**src/rtl/booth_mult_core.sv**
```systemverilog
// Radix-2 Booth signed multiplier: WIDTH steps from accepted start to a one-cycle done pulse.
// No backpressure: start is ignored while busy, and product holds until the next done.
module booth_mult_core #(
  parameter int WIDTH = 16
) (
  input  logic                 clk,
  input  logic                 reset,
  input  logic [WIDTH-1:0]     multiplicand,
  input  logic [WIDTH-1:0]     multiplier,
  input  logic                 start,
  output logic                 busy,
  output logic                 done,
  output logic [2*WIDTH-1:0]   product
);

  localparam int CW = $clog2(WIDTH + 1);

  localparam logic [1:0] S_IDLE = 2'd0;
  localparam logic [1:0] S_CALC = 2'd1;
  localparam logic [1:0] S_DONE = 2'd2;

  logic [1:0]       state;
  logic [WIDTH:0]   acc;
  logic [WIDTH:0]   mreg;
  logic [WIDTH-1:0] qreg;
  logic             q_1;
  logic [CW-1:0]    cnt;

  logic [WIDTH:0]   acc_sum;
  logic [WIDTH:0]   acc_next;
  logic [WIDTH-1:0] qreg_next;
  logic             q_1_next;

  // acc carries one guard bit so subtracting the most negative multiplicand cannot overflow
  always_comb begin
    acc_sum = acc;
    case ({qreg[0], q_1})
      2'b01:   acc_sum = acc + mreg;
      2'b10:   acc_sum = acc - mreg;
      default: acc_sum = acc;
    endcase
    acc_next  = {acc_sum[WIDTH], acc_sum[WIDTH:1]};
    qreg_next = {acc_sum[0], qreg[WIDTH-1:1]};
    q_1_next  = qreg[0];
  end

  always_ff @(posedge clk) begin
    if (reset) begin
      state   <= S_IDLE;
      busy    <= 1'b0;
      done    <= 1'b0;
      product <= '0;
      acc     <= '0;
      mreg    <= '0;
      qreg    <= '0;
      q_1     <= 1'b0;
      cnt     <= '0;
    end else begin
      case (state)
        S_IDLE: begin
          if (start) begin
            mreg  <= {multiplicand[WIDTH-1], multiplicand};
            acc   <= '0;
            qreg  <= multiplier;
            q_1   <= 1'b0;
            cnt   <= CW'(WIDTH);
            busy  <= 1'b1;
            state <= S_CALC;
          end
        end
        S_CALC: begin
          acc  <= acc_next;
          qreg <= qreg_next;
          q_1  <= q_1_next;
          cnt  <= cnt - CW'(1);
          if (cnt == CW'(1)) begin
            product <= {acc_next[WIDTH-1:0], qreg_next};
            done    <= 1'b1;
            state   <= S_DONE;
          end
        end
        S_DONE: begin
          done  <= 1'b0;
          busy  <= 1'b0;
          state <= S_IDLE;
        end
        default: begin
          done  <= 1'b0;
          busy  <= 1'b0;
          state <= S_IDLE;
        end
      endcase
    end
  end

endmodule

```
**config.mk**
```make
export PLATFORM = sky130hd
export DESIGN_NAME = booth_mult_core
export DESIGN_NICKNAME = d
export VERILOG_FILES = /design/src/rtl/booth_mult_core.sv
export SDC_FILE = /design/constraint.sdc
export NUM_CORES = 1
export LEC_CHECK = 0
export ABC_AREA = 0
export BUFFER_PORTS_ARGS = -buffer_cell sky130_fd_sc_hd__clkbuf_2
export CAP_MARGIN = 25
export CORE_MARGIN = 3
export CORE_UTILIZATION = 45
export DETAILED_ROUTE_END_ITERATION = 12
export PLACE_DENSITY = 0.69
export SLEW_MARGIN = 20
export SYNTH_ARGS = -nofsm -noshare
export SYNTH_HDL_FRONTEND = slang
export SYNTH_SLANG_ARGS = --single-unit
```
**constraint.sdc**
```tcl
create_clock -name clk -period 2.99 [get_ports clk]
set_input_delay 0.7475 -clock clk [delete_from_list [all_inputs] [get_ports clk]]
set_output_delay 0.7475 -clock clk [all_outputs]
set_load 0.05 [all_outputs]
```
# --- Word level (Yosys, flattened, before mapping) ---
# Index checks and enable logic that the tools add are counted.
totals:
  inputBits: 35
  wordCells: 44
  register_bits: 91
op_classes:
  reduce_logical: 8
  n_addsub: 3
  muxes: 16
  eq_ne: 6
  bitwise: 2
ops:
  columns: ["op", "n"]
  rows:
  - ["$pmux 17 s2", 2]
  - ["$pmux 16 s2", 1]
  - ["$add 17x17->17", 1]
  - ["$mux 17", 1]
  - ["$sub 17x17->17", 1]
  - ["$mux 16", 1]
  - ["$reduce_and 2->1", 6]
  - ["$pmux 5 s2", 1]
  - ["$pmux 1 s2", 3]
  - ["$eq 5x1->1 const B", 1]
  - ["$mux 5", 1]
  - ["$sub 5x1->5 const B", 1]
  - ["$eq 2x1->1 const B", 2]
  - ["$mux 2", 2]
  - ["$ne 2x2->1 const B", 2]
  - ["$pmux 2 s2", 1]
  - ["$mux 1", 3]
  - ["$eq 2x2->1 const B", 1]
  - ["$logic_not 2->1", 1]
  - ["$not 1->1", 2]
  - ["$reduce_bool 2->1", 1]

# --- Depth between registers and ports, before layout ---
# Gate-level depths: netlist of the first run.
logic_depth:
  word_depth: 3
  mapped_depth: 16
  ltp_nobuf: 15

# --- Worst setup path after synthesis of the first run ---
# Ideal clock, no wire load.
synth_timing:
  path_type: "reg-to-reg"
  from: "register mreg[0]"
  to: "register acc[14]"
  setup_ns: 0.092
  path_stages_with_launch: 15
  n_path_buf: 0
  period_less_slack_ns: 2.864
  required_ns: 2.898
  setup_slack_ns: 0.126
  arrival_ns: 2.772
  cell_sequence: "dfxtp_1 -> inv_1 -> ha_1 -> nor2b_1 -> and2_1 -> a21oi_1 -> xnor2_1 -> ha_1 -> a21o_1 -> a21o_1 -> a21o_1 -> nor2b_1 -> nor3_1 -> nor2b_1 -> o32ai_1"
synth_via:
  elab_chain_cells: 3
  word_cells_on_any_way: 4
synth_lines:
  columns: ["item", "line_no", "rtl"]
  rows:
  - ["start, declared", "24", "logic [WIDTH:0] mreg;"]
  - ["start signal, assigned", "62", "mreg <= {multiplicand[WIDTH-1], multiplicand};"]
  - ["$sub 17x17->17 / $add 17x17->17 (equally long branches)", "39, 38", null]
  - ["$pmux 17 s2 *", "37", "case ({qreg[0], q_1})"]
  - ["$pmux 17 s2 *", "59", "case (state)"]
  - ["end signal, assigned", "72", "acc <= acc_next;"]
  - ["end, declared", "23", "logic [WIDTH:0] acc;"]
# Mark *: on every way between the ends. The rest lies on a longest branch, timed or not.
# A chain may end at the register's enable or synchronous reset.

# --- Worst setup path after layout of the first run ---
layout_timing:
  from: "register mreg[2]"
  to: "register product[31]"
layout_via:
  elab_chain_cells: 2
  word_cells_on_any_way: 3
layout_lines:
  columns: ["item", "line_no", "rtl"]
  rows:
  - ["$sub 17x17->17 / $add 17x17->17 (equally long branches)", "39, 38", null]
  - ["$pmux 17 s2 *", "37", null]
  - ["end signal, assigned", "77", "product <= {acc_next[WIDTH-1:0], qreg_next};"]
  - ["end, declared", "13", "output logic [2*WIDTH-1:0] product"]
# Marks and branches as above.

==> results of run 1 <==
[placed cells by master (no fill, tap or decap), types with 4 or more instances in the layout]
cell type  Yosys  final
nor2_1        48     43
nor3_1        10     10
dfxtp_2        0      4
xor2_1        11      9
dfxtp_1       90     82
o21a_1         5      5
a21o_1        10     10
nand2_1      114    113
mux2i_1        7      7
xnor2_1       17     17
inv_1         10     10
a211oi_2       2      4
nand2b_1       8      8
a22oi_1       16     16
nor2_2         1      5
a21oi_2        0      6
ha_1          20     17
a31oi_1        8      8
clkbuf_2       0     68
clkbuf_8       0      9
dfxtp_4        0      4
nor2b_1       10      9
a211oi_1      10      8
a21oi_1       87     81
buf_4          0     39
o21ai_1       10      9
nand3_1       18     18
or3_1          4      4
[metal layers]
layer,global-route usage (%),up-vias
li1,-,2267
met2,33.9,113
met5,0,-
met4,5.05,0
met3,3.61,15
met1,28.1,2098
[cells by family after synthesis]
kind of cell	after synthesis
simple gates	238
compound gates	168
flops	90
buf+inv	50
xor+xnor	28
fa+ha+maj	21
mux	10
[final timing paths]
path,cells past startpoint,start,to
worst max register to register,13,mreg[2]$_SDFFE_PP0P_,product[31]$_SDFFE_PP0P_
worst max-delay path,13,mreg[2]$_SDFFE_PP0P_,product[31]$_SDFFE_PP0P_
worst min register to register,2,product[12]$_SDFFE_PP0P_,product[12]$_SDFFE_PP0P_
worst min-delay path,2,product[12]$_SDFFE_PP0P_,product[12]$_SDFFE_PP0P_
[metrics by stage]
step	worst slack, ps	std cells	util, %	power, mW	hold slack [ps]
CTS	3.47	813	55.6	3.02	462
global route	-176	824	58.1	3.27	482
global placement	2.64	793	53.1	2.14	441
finish	33.8	824	58.1	3.11	459
floorplan	126	605	-	1.92	434
detailed placement	-26.7	793	53.1	2.15	447
[registers in the layout, summed over array words and instances (netlist names)]
signal and cells:
product 32, acc 16, mreg 16, qreg 16
cnt 5, state 2, busy 1, done 1
q_1 1
[where the power goes]
group / leakage (nW) / internal [mW] / switching (mW) / total (mW)
registers: 0.736 / 1.25 / 0.0525 / 1.30
logic: 1.50 / 0.411 / 0.538 / 0.949
clock network: 0.103 / 0.333 / 0.520 / 0.853
[worst max-delay path, stage by stage, from the launching register on]
cell and delay [ps]:
dfxtp_4 370, nor3_4 190, nand3b_1 190, nor3b_4 290, nor2_1 100, xnor2_1 190
ha_1 300, a21o_1 200, o21bai_4 180, a21oi_2 150, o21ai_2 80, mux2_4 330
xor2_2 150, a211oi_2 170
[layout make-up]
class	instances	area (um^2)	share of cell area (%)
clock inverter	7	76.3	1.31
sequential	90	1820	31.2
clock buffer	9	124	2.12
timing repair buffer	110	684	11.7
tap	133	166	2.85
inverter	10	37.5	0.643
multi-input combinational	465	2930	50.2
[repair_timing]
| action | in CTS | in global routing |
|---|---|---|
| endpoints found under the setup margin | 2 | 11 |
| hold buffers | 0 | 0 |
| setup buffers | 4 | 11 |
| pin swaps | 3 | 26 |
| gates resized for setup | 6 | 43 |
==> results.py, run 1 <==
metrics = {
    "power_and_ir_drop": {
        "powerDensity_mw_per_mm2": 532,
        "total_leakage_power_nw": 2.34,
        "vdd_drop_max_uv": 317,
    },
    "clock_network": {
        "max-clock-path-buffers": 2,
        "clock_latency_ps": 370,
        "cts.root.buffer_cell": "clkbuf_8",
        "htree_num_levels": 3,
        "cts_buffers": 9,
        "clk_transition_reported_paths_ps": 100,
        "cts_sinks": 90,
        "cts_tree": "yes",
    },
    "run": {
        "maxCapViolations": 0,
    },
    "drt": {
        "drt_first_pass_iters": 5,
        "detail_route.drc_violations": 0,
        "initialDrtViolationCount": 306,
        "totalWireLength_mm": 12.3,
        "vias": 4493,
        "met2_wirelength_mm": 6.01,
        "detailroute.wirelength.met3_um": 485,
        "m1WireLength_mm": 5.69,
        "avgRoutedWirePerCell_um": 15.0,
        "drt.antenna.violating_nets": 0,
        "top_layer_used": "met4",
        "drt-vias-per-instance": 5.45,
    },
    "timing": {
        "setup_violations": 0,
        "timing.fmax_mhz": 338,
        "grt_setup_unrepaired": "yes",
        "timing.clock.skew_ps": 12.4,
        "finalWorstPathRequiredPeriod_ps": 2960,
        "setup-tns-final_ps": 0,
        "worst_slew_margin_rel_pct": 60.1,
        "period_share_pct": 98.9,
        "final_hold_viol_count": 0,
        "final_max_slew_viol_count": 0,
        "worst_slew_pin_slew_ps": 597,
    },
    "synth": {
        "async_reset_ff_share_pct": 0,
        "synth_xor_area_share_pct": 5.14,
        "synthesis.nets": 661,
        "synth_compound_gate_area_share_pct": 21.6,
        "synth_simple_gate_area_share_pct": 23.1,
        "syn_avg_cell_area_um2": 7.88,
        "yosysTopAreaCellShare_pct": 37.8,
        "count_of_yosys_warnings_during_synthesis": 0,
        "post_synth_num_cell_types": 57,
        "netlist.top_cell.by_area": "dfxtp_1",
        "yosysMostFrequentCell": "nand2_1",
        "synth_top_family_by_area": "simple AND/OR/NAND/NOR gates",
        "synth.top_cells.by_area": "dfxtp_1, a21oi_1, nand2_1",
        "post_synth_mux_area_share_pct": 2.26,
        "post_synth_most_frequent_cells": "nand2_1, dfxtp_1, a21oi_1",
        "synth-main-ff-cell": "dfxtp_1",
        "adder_cell_share_of_the_synthesized_area_pct": 5.67,
        "yosys_register_bits": 90,
        "yosysSeqAreaShare_pct": 37.8,
        "netlist_area_mm2": 0.00477,
        "synth-edff-count": 0,
        "synthCells": 605,
    },
    "status": {
        "status": "finished clean",
    },
    "global_routing": {
        "grt_antenna_before_repair": 0,
        "overflow": 0,
        "grt_pass1_wl_mm": 19.7,
        "grt_max_degree": 91,
        "groute.usage.overall_pct": 20.6,
        "grt_pass1_vias": 4180,
    },
    "min_path": {
        "min_path_type": "reg2reg",
    },
    "cells_and_area": {
        "layout.cell_area.non_filler_mm2": 0.00584,
        "fin_nets": 742,
        "post_route_cells_drive_above_1_share_pct": 25.5,
        "nFillCells": 924,
        "syn_to_final_growth_pct": 22.4,
        "antenna_cells_inserted": 0,
    },
    "floorplanning": {
        "num_rows": 36,
        "ios": 69,
        "initial_utilization_pct": 47.5,
        "coreArea_mm2": 0.0100,
        "fp.dieArea_mm2": 0.0119,
        "chipHeight_um": 109,
        "overall_die_width_um": 109,
    },
    "critical_path": {
        "crit_type": "reg2reg",
        "critical_path.startpoint_type": "flop",
        "worstPathArrival_ps": 3250,
        "cp_max_fo": 4,
        "crit_path_end_kind": "flop",
        "required_ps": 3290,
        "worst_r2r_setup_slack_ps": 30,
    },
    "place": {
        "numPortBuffers": 68,
        "hpwl_mm": 8.59,
        "gp_congestion": 0.919,
        "placedInstanceArea_mm2": 0.00534,
    },
}
(Power assumes the default switching activity.)
==> run 2, diff against run 1 <==
--- a/config.mk
+++ b/config.mk
@@ -8,10 +8,12 @@
 export ABC_AREA = 0
 export BUFFER_PORTS_ARGS = -buffer_cell sky130_fd_sc_hd__clkbuf_2
 export CAP_MARGIN = 25
+export CELL_PAD_IN_SITES_DETAIL_PLACEMENT = 0
+export CELL_PAD_IN_SITES_GLOBAL_PLACEMENT = 1
 export CORE_MARGIN = 3
-export CORE_UTILIZATION = 45
+export CORE_UTILIZATION = 38
 export DETAILED_ROUTE_END_ITERATION = 12
-export PLACE_DENSITY = 0.69
+export PLACE_DENSITY = 0.77
 export SLEW_MARGIN = 20
 export SYNTH_ARGS = -nofsm -noshare
 export SYNTH_HDL_FRONTEND = slang
==> results.py, run 2 (same netlist as run 1, synthesis figures left out) <==
metrics = {
    "critical_path": {
        "regToRegEndpoint": "product[31]$_SDFFE_PP0P_",
        "r2r_cells": 12,
        "endpoint": "product[31]$_SDFFE_PP0P_",
        "crit-reg2reg-launch": "mreg[7]$_SDFFE_PP0P_",
        "worst_r2r_setup_slack_ps": 40,
        "required_ps": 3270,
        "worstPathArrival_ps": 3230,
        "crit_type": "reg2reg",
        "crit_path_end_kind": "flop",
        "worstSetupStartpoint": "mreg[7]$_SDFFE_PP0P_",
        "critical_path.startpoint_type": "flop",
        "cp_max_fo": 5,
    },
    "global_routing": {
        "grt_antenna_before_repair": 0,
        "top_usage_layer": "met2",
        "grt_pass1_wl_mm": 20.6,
        "groute.layer.met3.usage_pct": 5.00,
        "grtUsageMet2_pct": 29.8,
        "grt_use_met1_pct": 23.4,
        "groute.usage.overall_pct": 18.1,
        "overflow": 0,
        "grt_pass1_vias": 4262,
        "grt_max_degree": 39,
    },
    "floorplanning": {
        "ios": 69,
        "initial_utilization_pct": 39.2,
        "num_rows": 40,
        "fp.dieArea_mm2": 0.0139,
        "overall_die_width_um": 118,
        "coreArea_mm2": 0.0122,
        "chipHeight_um": 118,
    },
    "timing": {
        "worst_slew_margin_rel_pct": 60.6,
        "final_hold_viol_count": 0,
        "finalWorstPathRequiredPeriod_ps": 2950,
        "period_share_pct": 98.8,
        "worst_slew_pin_slew_ps": 589,
        "final_max_slew_viol_count": 0,
        "setup_violations": 0,
        "grt_setup_unrepaired": "yes",
        "setup-tns-final_ps": 0,
        "timing.clock.skew_ps": 7.45,
        "timing.fmax_mhz": 339,
    },
    "cells_and_area": {
        "layout.cell_area.non_filler_mm2": 0.00587,
        "nFillCells": 1257,
        "stdcell_count": 855,
        "postLayoutCoreUtil_pct": 48.3,
        "fin_nets": 738,
        "syn_to_final_growth_pct": 23.1,
        "largest_register_ff_count": 32,
        "register_with_the_most_flip_flops": "product",
        "layout_commonest_cell": "nand2_1",
        "post_route_cells_drive_above_1_share_pct": 22.9,
        "mostFrequentLayoutCells": "nand2_1, dfxtp_1, a21oi_1, clkbuf_2, nor2_1",
        "antenna_cells_inserted": 0,
    },
    "power_and_ir_drop": {
        "vdd_drop_max_uv": 345,
        "total_leakage_power_nw": 2.35,
        "powerDensity_mw_per_mm2": 595,
        "design_power_total_mw": 3.49,
    },
    "place": {
        "gp_congestion": 0.910,
        "numPortBuffers": 68,
        "placed_cells_incl_taps": 827,
        "hpwl_mm": 8.67,
        "placedInstanceArea_mm2": 0.00535,
    },
    "min_path": {
        "min_path_type": "reg2reg",
        "min_delay_path_depth": 2,
    },
    "drt": {
        "drt.antenna.violating_nets": 0,
        "totalWireLength_mm": 12.5,
        "detail_route.drc_violations": 0,
        "drt-vias-per-instance": 5.20,
        "vias": 4446,
        "avgRoutedWirePerCell_um": 14.6,
        "initialDrtViolationCount": 240,
        "drt_first_pass_iters": 5,
    },
    "clock_network": {
        "max-clock-path-buffers": 2,
        "clk_transition_reported_paths_ps": 70,
        "cts.root.buffer_cell": "clkbuf_16",
        "clock_latency_ps": 350,
        "htree_num_levels": 3,
        "cts_buffers": 9,
        "cts_tree": "yes",
        "cts_sinks": 90,
    },
    "run": {
        "maxCapViolations": 0,
    },
    "status": {
        "status": "finished clean",
    },
}
==> run 2: changes by cell type in the layout (fill, tap and decap cells not counted), sizes merged <==
| cell | previous run | this run |
|---|---|---|
| buf | 42 | 39 |
| bufinv | 0 | 2 |
| clkinv | 3 | 0 |
==> run 2: metal layers <==
layer / routed length (um) / up-vias
li1: - / 2263
met1: 5780 / 2098
met2: 6120 / 75
met3: 471 / 10
met4: 138 / 0
met5: 0 / -
==> run 2: worst min-delay path by stage <==
stage	start	endpoint	slack [ps]
after floorplan	cnt[4]$_SDFFE_PP0P_	cnt[4]$_SDFFE_PP0P_	430
after global placement	product[7]$_SDFFE_PP0P_	product[7]$_SDFFE_PP0P_	440
after detailed placement	product[3]$_SDFFE_PP0P_	product[3]$_SDFFE_PP0P_	450
after CTS	product[11]$_SDFFE_PP0P_	product[11]$_SDFFE_PP0P_	450
after global routing	product[1]$_SDFFE_PP0P_	product[1]$_SDFFE_PP0P_	470
final	product[3]$_SDFFE_PP0P_	product[3]$_SDFFE_PP0P_	450
==> run 2: area by class of cell <==
type                       count  area [um^2]  area share, %
tap                          168          210           3.58
sequential                    90         1810           30.8
multi-input combinational    465         2840           48.5
clock buffer                  10          239           4.07
timing repair buffer         106          637           10.9
inverter                      10         37.5          0.640
clock inverter                 6         95.1           1.62
==> run 2: stage by stage <==
stage | hold slack, ps | worst slack, ps
after floorplan | 434 | 126
after global placement | 441 | 63.4
after detailed placement | 448 | 25.4
after CTS | 455 | 6.93
after global routing | 473 | -144
final | 453 | 37.0
==> run 2: power by group <==
group | internal (mW) | leakage [nW] | switching (mW) | total (mW)
Combinational | 0.396 | 1.45 | 0.521 | 0.917
Clock | 0.767 | 0.164 | 0.504 | 1.27
Sequential | 1.25 | 0.734 | 0.0526 | 1.31
Total | 2.42 | 2.35 | 1.08 | 3.49
==> run 2: timing repair <==
item | in CTS | in global routing
setup endpoints to repair | 2 | 14
cloned | 0 | 0
hold buffers | 0 | 0
gates resized for setup | 2 | 23
setup buffers | 2 | 10
pin swaps | 4 | 17
==> run 2: critical path, stage by stage (launching register included) <==
cell and delay, ps:
dfxtp_1 380, nor4_4 330, nor3b_2 320, nor2_1 100, xnor2_1 140, ha_1 340, a21o_1 200, o21bai_1 180
a21oi_1 140, o21ai_1 90, mux2_4 330, xor2_2 150, a211oi_2 180
==> run 3, diff against run 2 <==
--- a/config.mk
+++ b/config.mk
@@ -11,9 +11,10 @@
 export CELL_PAD_IN_SITES_DETAIL_PLACEMENT = 0
 export CELL_PAD_IN_SITES_GLOBAL_PLACEMENT = 1
 export CORE_MARGIN = 3
-export CORE_UTILIZATION = 38
+export CORE_UTILIZATION = 42
 export DETAILED_ROUTE_END_ITERATION = 12
-export PLACE_DENSITY = 0.77
+export MAX_ROUTING_LAYER = met4
+export PLACE_DENSITY = 0.8
 export SLEW_MARGIN = 20
 export SYNTH_ARGS = -nofsm -noshare
 export SYNTH_HDL_FRONTEND = slang
==> constraint.sdc (replaced) <==
create_clock -name clk -period 3 [get_ports clk]
set_input_delay 0.75 -clock clk [delete_from_list [all_inputs] [get_ports clk]]
set_output_delay 0.75 -clock clk [all_outputs]
set_load 0.05 [all_outputs]
==> results.py, run 3 (same netlist as run 1, synthesis figures left out) <==
metrics = {
    "power_and_ir_drop": {
        "vdd_drop_max_uv": 339,
        "powerDensity_mw_per_mm2": 586,
        "seq_power_share_pct": 37.8,
        "net_sw_share_pct": 31.1,
        "p_comb_share_pct": 26.5,
        "power.share.clock_pct": 35.7,
        "total_switching_power_mw": 1.07,
        "total_leakage_power_nw": 2.35,
        "design_power_total_mw": 3.44,
        "p_int_mw": 2.37,
    },
    "drt": {
        "totalWireLength_mm": 12.3,
        "drt.antenna.violating_nets": 0,
        "avgRoutedWirePerCell_um": 14.9,
        "drt_first_pass_iters": 4,
        "initialDrtViolationCount": 218,
        "top_layer_used": "met4",
        "met2_wirelength_mm": 6.07,
        "vias": 4413,
        "m1WireLength_mm": 5.75,
        "detailroute.wirelength.met3_um": 338,
        "drt-vias-per-instance": 5.35,
        "detail_route.drc_violations": 0,
    },
    "critical_path": {
        "crit_type": "reg2reg",
        "worstSetupStartpoint": "mreg[2]$_SDFFE_PP0P_",
        "crit_path_end_kind": "flop",
        "worst_r2r_setup_slack_ps": 60,
        "critPathTopFamily": "simple AND/OR/NAND/NOR gates",
        "critical_path.slowest_cell": "dfxtp_2",
        "critical_path.n_buffers_inverters": 0,
        "crit-reg2reg-launch": "mreg[2]$_SDFFE_PP0P_",
        "worstPathArrival_ps": 3210,
        "critPathMaxStageDelay_ps": 360,
        "timing.critical_path.cells": "nor3_4, nand3b_1, nor3b_4, nor2_1, xnor2_1, ha_1, a21o_1, o21bai_4, a21oi_2, o21ai_2, mux2_4, xor2_2, a211oi_2",
        "required_ps": 3270,
        "critical_path.startpoint_type": "flop",
        "regToRegEndpoint": "product[31]$_SDFFE_PP0P_",
        "r2r_cells": 13,
        "cp_max_fo": 5,
        "endpoint": "product[31]$_SDFFE_PP0P_",
        "cp_num_cells": 13,
    },
    "cells_and_area": {
        "multiInputGateArea_mm2": 0.00290,
        "postLayoutCoreUtil_pct": 53.5,
        "area.sequential_mm2": 0.00181,
        "syn_to_final_growth_pct": 23.2,
        "post_route_cells_drive_above_1_share_pct": 23.6,
        "register_with_the_most_flip_flops": "product",
        "largest_register_ff_count": 32,
        "fin_nets": 736,
        "mostFrequentLayoutCells": "nand2_1, a21oi_1, dfxtp_1, clkbuf_2, nor2_1",
        "antenna_cells_inserted": 0,
        "layout_commonest_cell": "nand2_1",
        "nFillCells": 1072,
    },
    "global_routing": {
        "groute.usage.overall_pct": 19.9,
        "grt_antenna_before_repair": 0,
        "grt_max_degree": 61,
        "overflow": 0,
        "grt_pass1_wl_mm": 20.1,
        "grt_pass1_vias": 4161,
    },
    "clock_network": {
        "max-clock-path-buffers": 2,
        "cts_sinks": 90,
        "cts_tree": "yes",
        "cts.root.buffer_cell": "clkbuf_16",
        "cts_buffers": 9,
        "clk_transition_reported_paths_ps": 70,
        "postCtsHoldBufs": 0,
        "clock_latency_ps": 340,
        "htree_num_levels": 3,
    },
    "timing": {
        "setup_violations": 0,
        "final_max_slew_viol_count": 0,
        "grt_setup_unrepaired": "yes",
        "finalWorstPathRequiredPeriod_ps": 2940,
        "final_critical_path_setup_slack_ps": 59.6,
        "setup-tns-final_ps": 0,
        "timing.fmax_mhz": 340,
        "worst_slew_margin_rel_pct": 59.2,
        "period_share_pct": 98.0,
        "timing.clock.skew_ps": 6.09,
        "fin_worst_hold_slack_ps": 453,
        "worst_slew_pin_slew_ps": 612,
        "final_hold_viol_count": 0,
    },
    "floorplanning": {
        "fp.dieArea_mm2": 0.0127,
        "chipHeight_um": 113,
        "overall_die_width_um": 113,
        "num_rows": 38,
        "ios": 69,
        "coreArea_mm2": 0.0110,
        "initial_utilization_pct": 43.4,
    },
    "place": {
        "preCtsSetupSlack_ps": 9.31,
        "numPortBuffers": 68,
        "gp_congestion": 0.901,
        "hpwl_mm": 8.76,
    },
    "min_path": {
        "min_path_type": "reg2reg",
        "min-delay-start": "product[14]$_SDFFE_PP0P_",
    },
    "status": {
        "status": "finished clean",
    },
    "run": {
        "maxCapViolations": 0,
    },
}
## run 3: cell types whose count changed in the layout (fill, tap and decap cells not counted), sizes merged
cell,before,now
buf,39,36
clkinv,0,2
clkinvlp,0,1
inv,14,12
## run 3: worst min-delay path, cell delays in order (launching register included)
cell and delay, ps:
dfxtp_1 310, nand2_1 50, a21oi_1 50
## run 3: timing repair
action	4_1_cts	5_1_grt
pin swaps	0	23
resized for setup	1	37
endpoints found under the setup margin	2	11
gates cloned	0	0
setup buffers	0	8
## run 3: worst min-delay path by stage
stage	end	slack, ps	depth (start not counted)
2_1_floorplan	cnt[4]$_SDFFE_PP0P_	430	1
3_3_place_gp	product[3]$_SDFFE_PP0P_	440	2
3_5_place_dp	product[14]$_SDFFE_PP0P_	450	2
4_1_cts	product[14]$_SDFFE_PP0P_	460	2
5_1_grt	product[23]$_SDFFE_PP0P_	480	2
6_report	product[14]$_SDFFE_PP0P_	450	2
## run 3: power groups by stage
stage | clock [mW] | sequential, mW | combinational [mW]
4_1_cts | 1.26 | 1.30 | 0.833
3_3_place_gp | 0 | 1.32 | 0.819
2_1_floorplan | 0 | 1.34 | 0.570
6_report | 1.23 | 1.30 | 0.913
5_1_grt | 1.30 | 1.31 | 1.01
3_5_place_dp | 0 | 1.33 | 0.829
## run 3: cell type report
class | instances | share of cell area (%)
Multi-Input combinational cell | 465 | 49.4
Sequential cell | 90 | 30.8
Timing Repair Buffer | 104 | 10.7
Clock buffer | 9 | 3.83
Tap cell | 140 | 2.98
Clock inverter | 7 | 1.68
Inverter | 10 | 0.639
## run 3: stage by stage
| step | std cells | instance area (um^2) |
|---|---|---|
| floorplan | 605 | 4770 |
| global placement | 801 | 5340 |
| detailed placement | 801 | 5340 |
| CTS | 817 | 5670 |
| global route | 825 | 5880 |
| finish | 825 | 5880 |
## run 3: per-layer routing
layer  vias up  GRT usage (%)
met2        66           32.3
li1       2249              -
met5         -              -
met3         7           3.50
met4         0           5.61
met1      2091           25.5
